===== src/rtl/bcd_down_counter.sv =====
// Multi-digit synchronous BCD down-counter with clamped preset load, decimal
// borrow between digits, terminal-zero flag and a one-cycle done pulse.
module bcd_down_counter #(
  parameter int DIGITS      = 2,
  parameter bit AUTO_RELOAD = 1'b0
) (
  input  logic                clk,
  input  logic                reset,
  input  logic                load,
  input  logic [4*DIGITS-1:0] load_val,
  input  logic                en,
  output logic [4*DIGITS-1:0] count,
  output logic                zero,
  output logic                done
);

  localparam int W = 4 * DIGITS;

  logic [W-1:0] count_q, count_d;
  logic [W-1:0] preset_q, preset_d;
  logic         zero_q, zero_d;
  logic         done_q, done_d;
  logic         count_is_zero_s;
  logic         count_is_one_s;

  // Force every digit into 0..9 so the counter never holds an illegal code.
  function automatic logic [W-1:0] clamp_bcd(input logic [W-1:0] v);
    logic [W-1:0] r;
    r = v;
    for (int i = 0; i < DIGITS; i++) begin
      if (v[4*i +: 4] > 4'd9) begin
        r[4*i +: 4] = 4'd9;
      end else begin
        r[4*i +: 4] = v[4*i +: 4];
      end
    end
    return r;
  endfunction

  // Subtract one with a borrow rippling upward through digits that are 0.
  function automatic logic [W-1:0] dec_bcd(input logic [W-1:0] v);
    logic [W-1:0] r;
    logic         borrow;
    r      = v;
    borrow = 1'b1;
    for (int i = 0; i < DIGITS; i++) begin
      if (!borrow) begin
        r[4*i +: 4] = v[4*i +: 4];
      end else if (v[4*i +: 4] == 4'd0) begin
        r[4*i +: 4] = 4'd9;
      end else begin
        r[4*i +: 4] = v[4*i +: 4] - 4'd1;
        borrow      = 1'b0;
      end
    end
    return r;
  endfunction

  assign count_is_zero_s = (count_q == {W{1'b0}});
  assign count_is_one_s  = (count_q == {{(W-1){1'b0}}, 1'b1});

  // Next-state selection: load beats en; en at zero either holds or reloads.
  always_comb begin
    count_d  = count_q;
    preset_d = preset_q;
    done_d   = 1'b0;
    if (load) begin
      count_d  = clamp_bcd(load_val);
      preset_d = clamp_bcd(load_val);
    end else if (en) begin
      if (!count_is_zero_s) begin
        count_d = dec_bcd(count_q);
        done_d  = count_is_one_s;
      end else if (AUTO_RELOAD) begin
        count_d = preset_q;
      end else begin
        count_d = count_q;
      end
    end else begin
      count_d = count_q;
    end
    zero_d = (count_d == {W{1'b0}});
  end

  // State registers with synchronous reset that also clears the preset.
  always_ff @(posedge clk) begin
    if (reset) begin
      count_q  <= {W{1'b0}};
      preset_q <= {W{1'b0}};
      zero_q   <= 1'b1;
      done_q   <= 1'b0;
    end else begin
      count_q  <= count_d;
      preset_q <= preset_d;
      zero_q   <= zero_d;
      done_q   <= done_d;
    end
  end

  assign count = count_q;
  assign zero  = zero_q;
  assign done  = done_q;

endmodule


===== config.mk =====
export PLATFORM = sky130hd
export DESIGN_NAME = bcd_down_counter
export DESIGN_NICKNAME = d
export VERILOG_FILES = /design/src/rtl/bcd_down_counter.sv
export SDC_FILE = /design/constraint.sdc
export NUM_CORES = 1
export LEC_CHECK = 0
export CAP_MARGIN = 10
export CORE_MARGIN = 3
export CORE_UTILIZATION = 44
export CTS_BUF_LIST = sky130_fd_sc_hd__clkbuf_2 sky130_fd_sc_hd__clkbuf_4 sky130_fd_sc_hd__clkbuf_8
export DETAILED_ROUTE_END_ITERATION = 8
export PLACE_DENSITY = 0.8
export REMOVE_ABC_BUFFERS = 1
export SYNTH_ARGS = -nofsm -noshare
export SYNTH_HDL_FRONTEND = slang
export SYNTH_SLANG_ARGS = --single-unit

===== constraint.sdc =====
create_clock -name clk -period 2.45 [get_ports clk]
set_input_delay 0.245 -clock clk [delete_from_list [all_inputs] [get_ports clk]]
set_output_delay 0.245 -clock clk [all_outputs]
set_load 0.1 [all_outputs]

## Yosys cells after proc, flatten, opt, wreduce, memory -nomap -nowiden

Index checks and enable logic that the tools add are counted.

| storage, ports and cells | value |
|---|---|
| word-level logic and storage cells | 26 |
| output and inout port bits | 10 |
| latch bits | 0 |
| memory bits (writable) | 0 |
| memory bits (read-only) | 0 |
| register bits after elaboration | 10 |
| input port bits | 12 |
| memories | 0 |

| operators by class | value |
|---|---|
| mux-type cells | 12 |
| bitwise logic cells | 1 |
| divide/modulo/power cells | 0 |
| reduce and logical (&&, ||, !) cells | 5 |
| $mul | 0 |
| equality and inequality tests | 1 |
| add/subtract/negate cells | 2 |
| magnitude comparators | 2 |
| shift operators | 0 |

Operator list:

| cell | number |
|---|---|
| 8-bit two-way mux | 3 |
| 4-bit two-way mux | 5 |
| 8-bit logical NOT | 2 |
| 8-bit by 1-bit == test with 1-bit output (second input constant) | 1 |
| 4-bit greater-than comparator (second input constant) | 2 |
| 4-bit logical NOT | 2 |
| 4-bit by 1-bit subtractor with 4-bit output (second input constant) | 2 |
| 1-bit two-way mux | 4 |
| 4-bit OR reduction | 1 |
| 1-bit NOT | 1 |

## Logic depth before layout (Yosys ltp)

Gate-level depths: netlist (run 1).

| logic depth | value |
|---|---|
| depth after elaboration | 10 |
| gate-level depth with buffers | 6 |
| depth with buffers taken out | 5 |

## Least setup slack after synthesis (run 1)

No wires, ideal clock.

| path | value |
|---|---|
| path kind | register to register |
| from | register count_q[7] (netlist: count[7]) |
| to | register zero_q (netlist: zero) |
| required time | 2.334 ns |
| slack | 0.181 ns |
| cell stages (with the launch flop) | 6 |
| data arrival time | 2.153 ns |
| path through | dfxtp_1 > nor4_1 > or3_2 > o21ai_0 > o21ai_1 > a41o_1 |

| on the way | value |
|---|---|
| word-level cells in the longest chain between the ends | 7 |
| elaborated cells on any way between the ends | 9 |
| those cells by class | add/sub (1); mux (5); reduce/logical (3) |

Ends and longest elaborated chain:

| item | line | source |
|---|---|---|
| start, declared | 19 | `logic [W-1:0] count_q, count_d;` |
| start signal, assigned | 88 | `count_q <= {W{1'b0}};` |
| start signal, assigned | 93 | `count_q <= count_d;` |
| 4-bit by 1-bit subtractor with 4-bit output / 4-bit logical NOT (equally long branches) | 52, 49 |  |
| 4-bit two-way mux | 49 | `end else if (v[4*i +: 4] == 4'd0) begin` |
| 4-bit two-way mux | 47 | `if (!borrow) begin` |
| 8-bit two-way mux | 71 | `if (!count_is_zero_s) begin` |
| 8-bit two-way mux * | 70 | `end else if (en) begin` |
| 8-bit two-way mux * | 67 | `if (load) begin` |
| 8-bit logical NOT * | 82 | `zero_d = (count_d == {W{1'b0}});` |
| end signal, assigned | 95 | `zero_q <= zero_d;` |
| end, declared | 21 | `logic zero_q, zero_d;` |

Every way passes the cells marked *; elsewhere a longest branch is shown, timed or not.
A chain may end at the register's enable or synchronous reset.

## Worst setup path after layout (run 1)

| path | value |
|---|---|
| from | input port en |
| to | register zero_q (netlist: zero) |

| on the way | value |
|---|---|
| word-level cells in the longest chain between the ends | 3 |

Ends and longest elaborated chain:

| item | line | source |
|---|---|---|
| start, declared | 11 | `input logic en,` |
| 8-bit two-way mux | 70 |  |
| 8-bit two-way mux | 67 |  |
| 8-bit logical NOT | 82 |  |

No other way between the ends.

==> impl_results.md, run 1 <==
- # H-tree levels: 1
- Final hold viol count: 0
- Final #Nets: 105
- Max-slew violations: 0
- All-Layer GR Usage: 19.1%
- Area growth syn-to-layout: 39.2%
- Vias/cell: 6.13
- Yosys cell types: 36
- Flop pwr share: 35.5%
- Fmax: 0.514 GHz
- First-pass GRT wire length: 2620 um
- Hold buffers post-CTS: 0
- Static leakage: 0.000347 uW
- Post-Route WL: 1560 um
- Clock root cell: clkbuf_4
- Mean Syn Cell Area: 8.35 um2
- WHS Endpoint: done$_SDFF_PP0_
- Area of the core: 1170 um2
- Most common cell in the synthesized netlist: dfxtp_1
- Synth top area cells: dfxtp_1 (34%), nor2_1 (4.5%), nand2_1 (3.9%)
- Final Cycle Share: 79.4%
- Via count: 650
- Clock Sinks: 10
- Minimum clock period: 1.95 ns
- Commonest register cell after synthesis: dfxtp_1
- Critical Setup Path Class: input pin to register
- Adder-Cell Fraction of Synth Area: 0%
- # DRC: 0
- Critical R2R Launch: count[1]$_SDFF_PP0_
- Post-synthesis compound-gate area fraction: 34.3%
- Vias in the first global route: 572
- R2r setup slk: 0.57 ns
- Post CTS Setup Buffer Count: 0
- Clk pwr share: 29.6%
- Antenna diodes: 0
- CP required: 2.67 ns
- Yosys top cell by area: dfxtp_1
- Cell Int Power: 323 uW
- HP Start: count[0]$_SDFF_PP0_
- DP Cell Count: 102
- Max-cap violation count: 0
- Logic pwr share: 34.9%
- DRT iter0 DRCs: 17
- Most frequent cells after synthesis: dfxtp_1 (10), nor2_1 (7), nand2_1 (6)
- Post-Route Skew: 0.00512 ns
- Worst R2R Path Depth: 5
- Detail Route Antenna Nets: 0
- Clock Pin Slew Worst Setup and Hold Paths: 0.08 ns
- Initial Utilization: 49.9%
- Worst slew pin tran: 0.410 ns
- Endpoints failing setup: 0
- CTS-repair resized insts: 0
- Yosys reg bits: 10
- FF-to-FF End: zero$_SDFF_PP1_
- Critical Path AT: 2.17 ns
- Top-area cell type share of the netlist area: 34.3%
- Number of synthesized flops with an enable pin: 0
- CTS tree: done
- Register area share after synthesis: 34.3%
- Routed len/inst: 14.7 um
- Switching Fraction: 38.8%
- Maximum clock insertion buffer count: 2
- Final cell count without fillers: 106
- PD cells: 649 nW/um2
- FP Rows: 12
- Critical path capture point type: register
- Port buffer count: 21
- Layout cells sized above 1: 20.7%
- Syn Inst Count: 70
- RePlAce Congestion: 0.771
- Post-Synth Simple-Gate Area: 27.2%
- Crit path max fanout: 11
- Die height: 42.4 um
- Worst setup SP type: input pin
- Pre-Repair DR Iteration Count: 4
- Largest family of logic cells by synthesized area: compound AO/OA/AOI/OAI gates
- CTS Buf Count: 3
- Unrepaired setup endpoints after global routing: false
- Die X: 42.4 um
- Ports: 22
- P_sw: 205 uW
- Multiplexer share of the synthesized area: 0%
- Cell area after technology mapping: 584 um2
- Die area: 1800 um2
- Hold Slack: 0.470 ns
- YS warnings: 0
- Synth async-reset ratio: 0%
- Post-Synth XOR/XNOR Area: 0%
- Worst slew margin: 71.9%
- Class of the tightest hold or removal check: register to register
- Initial antenna violation count: 0
- Hold Crit Depth: 2
- Largest net degree at the start of global routing: 17
- Post-DP HPWL: 1130 um
- Congestion Overflow GR: 0
- Fillers: 101
- Fin Setup TNS: 0 ns
- CP startpoint: en
- Status: finished, final reports clean
- Peak VDD IR: 0.000379 V
- Worst skew pair latency: 0.28 ns
layout make-up:
class / count / area (um2) / area share [%]
multi-input cells: 54 / 359 / 44.2
flip-flops and latches: 10 / 200 / 24.6
repair buffers: 22 / 193 / 23.7
clock buffers: 4 / 36.3 / 4.46
well taps: 14 / 17.5 / 2.15
inverters: 2 / 7.51 / 0.923
worst max-delay path, cell delays in order:
cell and delay, ns:
clkdlybuf4s50_1 0.50, nand2b_1 0.22, o211a_1 0.28, a211o_1 0.27, a2111oi_0 0.43, a41o_1 0.23
per-layer routing:
layer	up-vias	routed length, um	GRT usage (%)
met5	-	0	0
met4	0	57	9.32
met3	7	77	2.58
met2	19	655	26.4
met1	309	770	28.3
li1	315	-	-
sequential cells by signal (all words and copies together), names as in the netlist:
name,count
done,1
count,8
zero,1
placed cells by master (no fill, tap or decap), drive strengths merged:
cell,Yosys,final
clkdlybuf4s50,0,11
buf,3,11
dfxtp,10,10
nor2,7,7
nand2,6,6
a21oi,4,4
o21ai,4,4
clkbuf,1,4
nor4,3,3
or3,3,3
inv,2,2
nand2b,2,2
a211o,2,2
o211ai,2,2
nor3,2,2
a211oi,2,2
o31ai,2,2
a31o,1,1
o211a,1,1
nor2b,1,1
or4,1,1
and3,1,1
o311ai,1,1
o41a,1,1
o32a,1,1
nand3b,1,1
nor3b,1,1
nand3,1,1
a2111oi,1,1
a41o,1,1
a31oi,1,1
o21ba,1,1
metrics by stage:
stage                     worst slack (ns)  cell area (um2)  util, %  power, uW
after floorplan                      0.189              567        -        318
after global placement               0.320              777     66.3        372
after detailed placement             0.205              777     66.3        373
after CTS                            0.494              813     69.4        529
after global routing                 0.408              813     69.4        550
final                                0.504              813     69.4        528
logic make-up (layout without fill, tap and decap cells):
group           count (synthesis)  after routing
simple gates                   29             29
buf+inv                         6             28
compound gates                 25             25
flops                          10             10
power by group through the flow:
stage | sequential (uW) | clock [uW] | combinational (uW)
2_1_floorplan | 263 | 0 | 55.4
3_3_place_gp | 190 | 0 | 181
3_5_place_dp | 191 | 0 | 182
4_1_cts | 187 | 158 | 184
5_1_grt | 190 | 166 | 194
6_report | 187 | 156 | 184
worst max path at each step:
| stage | to | slack (ns) |
|---|---|---|
| after floorplan | zero$_SDFF_PP1_ | 0.19 |
| final | zero$_SDFF_PP1_ | 0.50 |
| after global routing | zero$_SDFF_PP1_ | 0.41 |
| after CTS | zero$_SDFF_PP1_ | 0.49 |
| after global placement | zero$_SDFF_PP1_ | 0.32 |
| after detailed placement | zero$_SDFF_PP1_ | 0.21 |
Note: power is estimated with default switching activity, not from simulation.
==> run 2, diff against run 1 <==
Settings changed: CORE_UTILIZATION 44 to 40, PLACE_DENSITY 0.8 to 0.77.
Clock period 2.45 ns to 1.6 ns, I/O delays scaled along.
==> impl_results.md, run 2 (synthesis gave the netlist of run 1 again) <==
- Congestion Overflow GR: 0 (unchanged)
- Via count: 746 (was 650)
- Minimum clock period: 1.81 ns
- Peak VDD IR: 0.000674 V (was 0.000379 V)
- Vias in the first global route: 706 (was 572)
- Vias/cell: 5.97 (was 6.13)
- Critical path capture point type: register (unchanged)
- Initial Utilization: 43.8% (was 49.9%)
- Fin Setup TNS: -0.423 ns (was 0 ns)
- CTS tree: done (unchanged)
- Die X: 44.2 um (was 42.4 um)
- Post-Route Skew: 0.00702 ns (was 0.00512 ns)
- # DRC: 0 (unchanged)
- CP required: 1.77 ns (was 2.67 ns)
- Clock root cell: clkbuf_4 (unchanged)
- First-pass GRT wire length: 2990 um (was 2620 um)
- Clock Sinks: 10 (unchanged)
- DP Cell Count: 119 (was 102)
- Class of the tightest hold or removal check: input pin to register (was register to register)
- Post-route cell area: 1130 um2 (was 813 um2)
- Clock Pin Slew Worst Setup and Hold Paths: 0.08 ns (about the same)
- Final #Nets: 123 (was 105)
- Most frequent cells in the layout: buf_4 (18), clkdlybuf4s50_1 (10), buf_12 (10), dfxtp_1 (8) (was clkdlybuf4s50_1 (11), buf_4 (11), dfxtp_1 (10), nor2_1 (7), nand2_1 (6))
- Max-cap violation count: 0 (unchanged)
- Hold Slack: 0.330 ns (was 0.470 ns)
- Detail Route Antenna Nets: 0 (unchanged)
- Worst slew pin tran: 0.419 ns (was 0.410 ns)
- Post-Route WL: 2290 um (was 1560 um)
- Failing checks: setup timing
- Die height: 44.2 um (was 42.4 um)
- Unrepaired setup endpoints after global routing: true (was false)
- Critical Path AT: 1.98 ns (was 2.17 ns)
- RePlAce Congestion: 0.905 (was 0.771)
- Pre-Repair DR Iteration Count: 4 (unchanged)
- Endpoints failing setup: 4 (was 0)
- Status: finished, violations left (was finished, final reports clean)
- Maximum clock insertion buffer count: 2 (unchanged)
- PD cells: 830 nW/um2 (was 649 nW/um2)
- Routed len/inst: 18.4 um (was 14.7 um)
- Ports: 22 (unchanged)
- Area of the core: 1330 um2 (was 1170 um2)
- Port buffer count: 21 (unchanged)
- Fillers: 71 (was 101)
- All-Layer GR Usage: 20.3% (was 19.1%)
- # H-tree levels: 1 (unchanged)
- Static leakage: 0.000495 uW (was 0.000347 uW)
- DRT iter0 DRCs: 14 (was 17)
- Worst setup margin: -0.206 ns (was 0.504 ns)
- Post-DP HPWL: 1310 um (was 1130 um)
- Commonest non-fill, non-tap cell in the layout: buf_4
- FP Rows: 13 (was 12)
- Antenna diodes: 0 (unchanged)
- Final Cycle Share: 113%
- Worst slew margin: 72.0% (was 71.9%)
- Max reg flops: 8 (unchanged)
- Layout cells sized above 1: 43.6% (was 20.7%)
- Die area: 1960 um2 (was 1800 um2)
- Worst setup SP type: register (was input pin)
- Hold buffers post-CTS: 0 (unchanged)
- Largest net degree at the start of global routing: 12 (was 17)
- Worst skew pair latency: 0.28 ns (about the same)
- Fmax: 0.554 GHz
- Area growth syn-to-layout: 94.0% (was 39.2%)
- Initial antenna violation count: 0 (unchanged)
- CTS Buf Count: 3 (unchanged)
- Critical Setup Path Class: register to register (was input pin to register)
- Pre-CTS setup slack: -0.427 ns (was 0.205 ns)
- Max-slew violations: 0 (unchanged)
- Placed Instance Area: 1020 um2 (was 777 um2)
- Final hold viol count: 0 (unchanged)
- Crit path max fanout: 5 (was 11)
- Final cell count without fillers: 125 (was 106)
## run 2: changes by cell type in the layout (fill, tap and decap cells not counted), moves of 2 or more
cell / before / now
buf_12: 0 / 10
a211oi_1: 2 / 0
dfxtp_2: 0 / 2
a211oi_2: 0 / 2
buf_4: 11 / 18
dfxtp_1: 10 / 8
## run 2: critical path, cell delays in order (launching register included)
cell and delay (ns):
dfxtp_2 0.32, or3_4 0.41, or4_4 0.45, o31ai_4 0.23, nor3_2 0.08, a41o_1 0.21
## run 2: area by class of cell
cell class / instances / area [um2] / area share (%)
Clock buffer: 4 / 36.3 / 3.20
Tap cell: 15 / 18.8 / 1.66
Sequential cell: 10 / 203 / 17.9
Timing Repair Buffer: 40 / 459 / 40.5
Multi-Input combinational cell: 54 / 409 / 36.1
Inverter: 2 / 7.51 / 0.662
## run 2: path summary, 6_finish.rpt
kind                                           from         endpoint  slack (ns)  cells after the start
worst min register to register  count[6]$_SDFF_PP0_  done$_SDFF_PP0_        0.56                      3
worst max-delay path            count[1]$_SDFF_PP0_  zero$_SDFF_PP1_       -0.21                      5
worst max register to register  count[1]$_SDFF_PP0_  zero$_SDFF_PP1_       -0.21                      5
worst min-delay path                             en  done$_SDFF_PP0_        0.33                      4
## run 2: metrics by stage
step	util, %	total power [uW]
2_1_floorplan	-	487
3_3_place_gp	76.7	653
3_5_place_dp	76.7	658
4_1_cts	80.3	899
5_1_grt	85.0	968
6_report	85.0	941
## run 2: power by group
part           switching, uW  total (uW)  leakage, uW  internal (uW)
Clock                    104         243    0.0000210            139
Sequential              15.2         281    0.0000832            266
Combinational            240         417     0.000390            176
## run 2: routing by layer
metal	track usage, %	vias to the layer above	wire length (um)
li1	-	349	-
met1	24.9	353	957
met2	34.0	35	1140
met3	3.25	9	137
met4	10.2	0	60
met5	0	-	0
## run 2: what timing repair did
action	CTS	global route
pin swaps	1	1
buffers inserted	1	1
resized for setup	3	14
endpoints found under the setup margin	3	7
==> run 3, diff against run 2 <==
==> constraint.sdc (replaced) <==
create_clock -name clk -period 1.6 [get_ports clk]
set_input_delay 0.32 -clock clk [delete_from_list [all_inputs] [get_ports clk]]
set_output_delay 0.32 -clock clk [all_outputs]
set_load 0.1 [all_outputs]
==> impl_results.md, run 3 (synthesis gave the netlist of run 1 again) <==
- Status: finished, violations left (unchanged)
- Failing checks: setup timing (unchanged)
- Pre-Repair DR Iteration Count: 4 (unchanged)
- Largest net degree at the start of global routing: 12 (unchanged)
- Worst setup margin: -0.216 ns (was -0.206 ns)
- Vias in the first global route: 774 (was 706)
- Port buffer count: 21 (unchanged)
- P_sw: 334 uW (was 360 uW)
- Area of the core: 1330 um2 (unchanged)
- Commonest non-fill, non-tap cell in the layout: buf_4 (unchanged)
- PD cells: 784 nW/um2 (was 830 nW/um2)
- Critical path's slowest cell: or4_4 (unchanged)
- Met2 GRT Util: 39.0% (was 34.0%)
- Switching Fraction: 38.9% (was 38.3%)
- Logic pwr share: 46.6% (was 44.3%)
- Worst slew pin tran: 0.492 ns (was 0.419 ns)
- Final hold viol count: 0 (unchanged)
- Final Cycle Share: 113% (about the same)
- Class of the tightest hold or removal check: register to register (was input pin to register)
- Ports: 22 (unchanged)
- Fmax: 0.551 GHz (was 0.554 GHz)
- Clock Pin Slew Worst Setup and Hold Paths: 0.07 ns (was 0.08 ns)
- Antenna diodes: 0 (unchanged)
- Endpoints failing setup: 4 (unchanged)
- Minimum clock period: 1.82 ns (was 1.81 ns)
- # DRC: 0 (unchanged)
- Unrepaired setup endpoints after global routing: true (unchanged)
- Met1 GRT Util: 25.0% (was 24.9%)
- Max reg flops: 8 (unchanged)
- Most used routing layer: met2 (unchanged)
- Layout cells sized above 1: 38.7% (was 43.6%)
- Max-slew violations: 0 (unchanged)
- Post-Route WL: 1980 um (was 2290 um)
- Peak VDD IR: 0.000607 V (was 0.000674 V)
- Initial antenna violation count: 0 (unchanged)
- Via count: 746 (unchanged)
- Area growth syn-to-layout: 87.6% (was 94.0%)
- Die height: 44.2 um (unchanged)
- Maximum clock insertion buffer count: 2 (unchanged)
- Detail Route Antenna Nets: 0 (unchanged)
- Worst slew margin: 66.9% (was 72.0%)
- Crit path max fanout: 5 (unchanged)
- Die X: 44.2 um (unchanged)
- Post-DP HPWL: 1410 um (was 1310 um)
- CTS Buf Count: 3 (unchanged)
- Post-route cell area: 1100 um2 (was 1130 um2)
- Clock root cell: clkbuf_4 (unchanged)
- Final #Nets: 125 (was 123)
- Pre-CTS setup slack: -0.584 ns (was -0.427 ns)
- Clk pwr share: 21.0% (was 25.8%)
- FP Rows: 13 (unchanged)
- Worst skew pair latency: 0.28 ns (about the same)
- Critical path capture point type: register (unchanged)
- # H-tree levels: 1 (unchanged)
- Flop pwr share: 32.4% (was 29.9%)
- CP required: 1.77 ns (about the same)
- Vias/cell: 5.92 (was 5.97)
- RePlAce Congestion: 0.873 (was 0.905)
- Congestion Overflow GR: 0 (unchanged)
- Routed len/inst: 15.7 um (was 18.4 um)
- Fillers: 77 (was 71)
- First-pass GRT wire length: 3280 um (was 2990 um)
- CP top delay family: simple AND/OR/NAND/NOR gates (unchanged)
- DRT iter0 DRCs: 25 (was 14)
- CTS tree: done (unchanged)
- Met3 Use GR: 7.72% (was 3.25%)
- Buffer and inverter count on the worst path: 0 (unchanged)
- Critical Setup Path Class: register to register (unchanged)
- Critical Path AT: 1.98 ns (about the same)
- R2r setup slk: -0.22 ns (was -0.21 ns)
- All-Layer GR Usage: 23.4% (was 20.3%)
- Clock Sinks: 10 (unchanged)
- Worst setup SP type: register (unchanged)
- Cell Int Power: 525 uW (was 581 uW)
- Crit-path cells: or3_4 > or4_4 > o31ai_4 > nor3_2 > a41o_1 (unchanged)
- Die area: 1960 um2 (unchanged)
- Crit-path max cell delay: 0.45 ns (about the same)
- Placed Instance Area: 1030 um2 (was 1020 um2)
- Static leakage: 0.000483 uW (was 0.000495 uW)
- Max-cap violation count: 0 (unchanged)
- Initial Utilization: 43.8% (unchanged)
- Post-Route Skew: 0.00286 ns (was 0.00702 ns)
- Most frequent cells in the layout: buf_4 (21), clkdlybuf4s50_1 (10), buf_12 (10), dfxtp_1 (9) (was buf_4 (18), clkdlybuf4s50_1 (10), buf_12 (10), dfxtp_1 (8))
run 3: metrics by stage:
step,total power [uW],TNS [ns],utilization (%),instances,hold WS (ns)
2_1_floorplan,487,-3.57,-,66,0.389
3_3_place_gp,655,-2.52,77.3,120,0.544
3_5_place_dp,661,-2.96,77.3,120,0.554
5_1_grt,894,-0.965,82.2,126,0.592
4_1_cts,852,-0.531,81.9,126,0.560
6_report,859,-0.614,82.2,126,0.554
run 3: layout make-up:
cell class                 instances  area [um2]  area share, %
clock buffer                       3        22.5           2.05
sequential                        10         201           18.4
multi-input combinational         54         379           34.6
inverter                           2        7.51          0.685
tap                               15        18.8           1.71
timing repair buffer              42         467           42.6
run 3: worst register-to-register path: stages (launching register included):
cell     delay, ns
dfxtp_2       0.32
or3_4         0.40
or4_4         0.45
o31ai_4       0.23
nor3_2        0.08
a41o_1        0.22
run 3: metal layers:
metal  share of wire [%]  vias up
met4                 2.7        0
li1                    -      355
met2                  51       34
met5                   0        -
met3                 6.6        8
met1                  40      349
run 3: power by group through the flow:
stage               Combinational [uW]  Sequential [uW]  Clock, uW
global route                       419              280        195
floorplan                         84.8              402          0
global placement                   373              282          0
detailed placement                 379              282          0
finish                             400              278        181
CTS                                394              277        182
run 3: path summary, 6_finish.rpt:
kind                                        end  cells after the start                start
worst max-delay path            zero$_SDFF_PP1_                      5  count[1]$_SDFF_PP0_
worst max register to register  zero$_SDFF_PP1_                      5  count[1]$_SDFF_PP0_
worst min-delay path            done$_SDFF_PP0_                      3  count[6]$_SDFF_PP0_
worst min register to register  done$_SDFF_PP0_                      3  count[6]$_SDFF_PP0_
run 3: repair_timing:
item	4_1_cts	5_1_grt
pin swaps	1	1
gates resized for setup	7	2
setup endpoints to repair	7	7
buffers inserted	3	0
hold buffers	0	0
endpoints found under the hold margin	0	0
